===== src/rtl/alu_pkg.sv =====
// Shared definitions for the ALU arbiter: opcodes, legality check, FSM states.
package alu_pkg;

   localparam logic [2:0] OP_ADD  = 3'b000;
   localparam logic [2:0] OP_MUL  = 3'b001;
   localparam logic [2:0] OP_AND  = 3'b010;
   localparam logic [2:0] OP_OR   = 3'b011;
   localparam logic [2:0] OP_XOR  = 3'b100;
   localparam logic [2:0] OP_NOTA = 3'b101;

   typedef enum logic [1:0] {
      IDLE,
      ISSUE,
      CAPTURE,
      RESP
   } state_t;

   function automatic logic is_legal_op(input logic [2:0] op);
      return (op != 3'b110) && (op != 3'b111);
   endfunction

endpackage


===== src/rtl/alu_arbiter_rr_arbiter.sv =====
// Combinational round-robin picker: nearest asserted request at or above ptr.
module rr_arbiter #(
   parameter int N_REQ = 4,
   parameter int ID_W  = 2
) (
   input  logic [N_REQ-1:0] req,
   input  logic [ID_W-1:0]  ptr,
   output logic [N_REQ-1:0] grant,
   output logic [ID_W-1:0]  id
);

   logic [N_REQ-1:0] rot;
   logic [ID_W:0]    sum;

   always_comb begin
      rot = N_REQ'({req, req} >> ptr);
      sum = '0;
      // scan far-to-near so the closest request to ptr wins
      for (int j = N_REQ - 1; j >= 0; j--) begin
         if (rot[j]) begin
            sum = {1'b0, ptr} + (ID_W+1)'(j);
         end
      end
      if (sum >= (ID_W+1)'(N_REQ)) begin
         sum = sum - (ID_W+1)'(N_REQ);
      end
      id    = sum[ID_W-1:0];
      grant = (|req) ? (N_REQ'(1) << id) : '0;
   end

endmodule


===== src/rtl/alu_arbiter.sv =====
// Shares one registered ALU between N_REQ requesters via round-robin
// arbitration and a four-state issue/capture/respond sequencer.
module alu_arbiter
   import alu_pkg::*;
#(
   parameter int N_REQ = 4,
   parameter int ID_W  = 2
) (
   input  logic                 CLK,
   input  logic                 rst_n,
   input  logic [N_REQ-1:0]     req_valid,
   output logic [N_REQ-1:0]     req_ready,
   input  logic [8*N_REQ-1:0]   req_a,
   input  logic [8*N_REQ-1:0]   req_b,
   input  logic [3*N_REQ-1:0]   req_op,
   output logic                 resp_valid,
   input  logic                 resp_ready,
   output logic [ID_W-1:0]      resp_id,
   output logic [15:0]          resp_result,
   output logic                 resp_err,
   output logic                 alu_en,
   output logic [7:0]           alu_a,
   output logic [7:0]           alu_b,
   output logic [2:0]           alu_op,
   input  logic [15:0]          alu_result
);

   state_t           state;
   logic [ID_W-1:0]  rr_ptr;
   logic [N_REQ-1:0] grant;
   logic [ID_W-1:0]  win_id;
   logic [ID_W-1:0]  next_ptr;
   logic [7:0]       sel_a;
   logic [7:0]       sel_b;
   logic [2:0]       sel_op;
   logic             take;

   rr_arbiter #(
      .N_REQ (N_REQ),
      .ID_W  (ID_W)
   ) u_rr (
      .req   (req_valid),
      .ptr   (rr_ptr),
      .grant (grant),
      .id    (win_id)
   );

   always_comb begin
      sel_a  = '0;
      sel_b  = '0;
      sel_op = '0;
      for (int i = 0; i < N_REQ; i++) begin
         if (grant[i]) begin
            sel_a  = req_a[8*i +: 8];
            sel_b  = req_b[8*i +: 8];
            sel_op = req_op[3*i +: 3];
         end
      end
   end

   // ready must stay low while reset is held, even with requests pending
   assign req_ready = (state == IDLE && rst_n) ? grant : '0;
   assign take      = |req_ready;
   assign next_ptr  = (win_id == ID_W'(N_REQ - 1)) ? '0
                                                   : win_id + ID_W'(1);

   always_ff @(posedge CLK or negedge rst_n) begin
      if (!rst_n) begin
         state       <= IDLE;
         rr_ptr      <= '0;
         resp_valid  <= 1'b0;
         resp_id     <= '0;
         resp_result <= '0;
         resp_err    <= 1'b0;
         alu_en      <= 1'b0;
         alu_a       <= '0;
         alu_b       <= '0;
         alu_op      <= '0;
      end else begin
         unique case (state)
            IDLE: begin
               if (take) begin
                  alu_a   <= sel_a;
                  alu_b   <= sel_b;
                  alu_op  <= sel_op;
                  resp_id <= win_id;
                  rr_ptr  <= next_ptr;
                  if (is_legal_op(sel_op)) begin
                     alu_en <= 1'b1;
                     state  <= ISSUE;
                  end else begin
                     resp_valid  <= 1'b1;
                     resp_err    <= 1'b1;
                     resp_result <= '0;
                     state       <= RESP;
                  end
               end
            end
            ISSUE: begin
               alu_en <= 1'b0;
               state  <= CAPTURE;
            end
            CAPTURE: begin
               resp_result <= alu_result;
               resp_err    <= 1'b0;
               resp_valid  <= 1'b1;
               state       <= RESP;
            end
            RESP: begin
               if (resp_ready) begin
                  resp_valid <= 1'b0;
                  state      <= IDLE;
               end
            end
         endcase
      end
   end

endmodule


===== config.mk =====
export PLATFORM = sky130hd
export DESIGN_NAME = alu_arbiter
export DESIGN_NICKNAME = d
export VERILOG_FILES = /design/src/rtl/alu_pkg.sv /design/src/rtl/alu_arbiter_rr_arbiter.sv /design/src/rtl/alu_arbiter.sv
export SDC_FILE = /design/constraint.sdc
export NUM_CORES = 1
export LEC_CHECK = 0
export CAP_MARGIN = 20
export CORE_UTILIZATION = 36
export CTS_BUF_LIST = sky130_fd_sc_hd__clkbuf_4 sky130_fd_sc_hd__clkbuf_8
export DETAILED_ROUTE_END_ITERATION = 8
export PLACE_DENSITY = 0.84
export SYNTH_ARGS = -nofsm -noshare
export SYNTH_HDL_FRONTEND = slang
export SYNTH_HIERARCHICAL = 1
export SYNTH_SLANG_ARGS = --single-unit

===== constraint.sdc =====
create_clock -name CLK -period 2.3 [get_ports CLK]
set_clock_uncertainty 0.05 [all_clocks]
set_input_delay 0.345 -clock CLK [delete_from_list [all_inputs] [get_ports CLK]]
set_output_delay 0.345 -clock CLK [all_outputs]
set_load 0.02 [all_outputs]

==> results.cfg <==
[status]
status = finished with violations
violations = setup timing

[final_layout]
num-fill-cells = 522
nNetsFinal = 550
drive_gt1_share_pct = 24.3
layout.area.seq_um2 = 1100
diodes = 0
multi_input_area_um2 = 1510
area_growth_pct = 85.5
fin_util_pct = 70.0
stdcell_area_um2 = 4810
final_cells = 541

[drt]
wl_per_cell_um = 17.4
routed_wl_um = 9410
vias = 2926
drtIter0Drc = 114
routed_via_density = 5.41
first_pass_iters = 4
detail-route-antenna-nets = 0
drc = 0

[global_routing]
track_usage_pct = 25.5
grt_max_degree = 21
grt_pass1_wl_um = 14800
grt-ovfl-total = 0
grt_pass1_vias = 3046
antenna_found_initial = 0

[synthesis]
synth.most_common_cell = dfrtp_1
ys_async_sr_fraction_pct = 100
ys_ff_latch = 44
synth_edf_count = 0
yosysUniqueCellTypes = 39
synth.area.top_cells = dfrtp_1, a221o_1, a22o_1, o211ai_1, a31oi_1
synth-compound-area-share_pct = 31.6
synth_mux_area_share_pct = 2.61
synth_top_family_by_area = compound AO/OA/AOI/OAI gates
syn_nets = 369
synth_xor_area_share_pct = 0
syn_inst = 263
synth_area_leader_cell = dfrtp_1
ys_warn_count = 6
synth_simple_gate_area_share_pct = 14.0
synth_commonest_cells = dfrtp_1, nor2_1, nand2_1, a31oi_1, a22o_1
yosys_most_used_dff = dfrtp_1
syn_area_per_cell_um2 = 9.85
synth_top_area_share_pct = 42.5
syn_area_um2 = 2590
synthAdderAreaFrac_pct = 3.38
ys_seq_area_share_pct = 42.5

[place]
placed_cells = 519
dpl_cell_area_um2 = 4350
io_buffers = 142
dp_hpwl_um = 6770
globalplace.congestion = 0.815
pre_cts_ws_ns = -0.539

[critical_path]
endpoint_kind = flop
cp.required_ns = 2.44
cp-start-kind = flop
critPathKind = reg2reg
cp.arrival_ns = 2.60
crit_fanout = 8
rr_worst_depth = 11

[sta]
rsz0062_at_grt = true
finalCritPeriodShare_pct = 107
tightest_slew_ns = 0.375
setup_viol = 21
finalHoldViolCount = 0
finalMaxSlewViolations = 0
fmax_ghz = 0.406
fin_ws_ns = -0.165
max_slew_margin_pct = 75.0
fin_crit_ns = 2.46

[clocking]
numCtsBuffers = 5
insertion_delay_ns = 0.30
cts_htree_levels = 2
cts_hold_buf = 0
clockRootBuffer = clkbuf_8
clk_pin_slew_worst_paths_ns = 0.09
cts_tree = done
clock-sinks = 44
clockBufferDepth = 2

[power]
power.density_nw_per_um2 = 1260
p_leak_uw = 0.00198
finalPower_uw = 6060
ir_drop_v = 0.000721

[run]
maxCapViolCount = 0

[floorplan]
initial_core_util_pct = 37.7
die_h_um = 86.8
io_pins = 143
die-area_um2 = 7540
coreArea_um2 = 6870
fp-row-count = 30
die_x_um = 86.8

[hold_path]
min_path_type = in2async
-- flip-flops by register name (all words and copies together) (netlist names) --
name,count
alu_a,8
alu_b,8
alu_en,1
alu_op,3
resp_err,1
resp_id,2
resp_result,16
resp_valid,1
rr_ptr,2
state,2
-- routing by layer --
layer / vias up / part of all wire [%] / wire length (µm) / global-route usage [%]
met5: - / 0 / 0 / 0
met4: 0 / 3.9 / 366 / 11.7
met3: 34 / 6.4 / 598 / 5.71
met2: 138 / 52 / 4900 / 45.8
met1: 1400 / 38 / 3550 / 28.7
li1: 1354 / - / - / -
-- cells by family (layout without fill, tap and decap cells) --
group | after synthesis | count (layout)
AO/OA/AOI/OAI | 101 | 101
AND/OR/NAND/NOR | 74 | 74
flip-flops | 44 | 44
buffers and inverters | 31 | 213
adder cells (fa/ha/maj) | 7 | 7
multiplexers | 6 | 6
-- power by group --
part           total, µW  internal (µW)  switching, µW
clock                615            327            287
combinational       4010           2110           1900
sequential          1430           1170            263
-- worst paths after layout --
check / from / to / slack [ns]
worst max-delay path: rr_ptr[1]$_DFFE_PN0P_ / resp_result[4]$_DFFE_PN0P_ / -0.16
worst min-delay path: rst_n / alu_a[4]$_DFFE_PN0P_ / 0.03
worst max register to register: rr_ptr[1]$_DFFE_PN0P_ / resp_result[4]$_DFFE_PN0P_ / -0.16
worst min register to register: alu_op[2]$_DFFE_PN0P_ / alu_op[2]$_DFFE_PN0P_ / 0.44
max in group asynchronous: rst_n / alu_op[2]$_DFFE_PN0P_ / 1.95
min in group CLK: alu_op[2]$_DFFE_PN0P_ / alu_op[2]$_DFFE_PN0P_ / 0.44
-- critical path, stage by stage (launching register included) --
cell and delay (ns):
dfrtp_2 0.44, buf_6 0.14, nor2_2 0.17, a311oi_2 0.07, nor2_1 0.19, buf_4 0.19, nand3b_1 0.16, a211oi_4 0.29
buf_4 0.16, a31oi_4 0.11, buf_12 0.16, a22o_1 0.20
-- layout make-up --
type	count	share of cell area, %
clock inverters	3	0.963
clock buffers	5	1.43
repair buffers	194	39.8
multi-input cells	188	31.5
flip-flops and latches	44	23.0
inverters	11	0.859
well taps	96	2.50
-- cells in the final DEF, fill, tap and decap left out, drive strengths merged, types with 3 or more instances in the layout --
master	instances
nand3b	4
clkdlybuf4s50	133
dlygate4sd2	5
dfrtp	44
a211oi	7
a221o	15
a31oi	18
clkbuf	8
nand2b	3
a311oi	3
o21ai	5
inv	12
ha	7
a22o	16
a211o	3
mux2	6
nor3	3
nand2	22
nor2	28
a21oi	13
nor2b	9
o211ai	15
buf	53
-- what timing repair did --
item                       in CTS  in global routing
setup endpoints to repair      45                 48
pin swaps                      10                 11
setup buffers                  11                  3
gates cloned                    2                  0
gates resized for setup        35                 33
-- per-stage QoR --
stage | hold slack [ns] | TNS [ns]
after global routing | 0.0387 | -4.95
final | 0.0335 | -2.79
after detailed placement | 0.359 | -21.96
after CTS | 0.0317 | -1.96
after global placement | 0.356 | -18.27
after floorplan | -0.000591 | 0
Note: power is estimated with default switching activity, not from simulation.
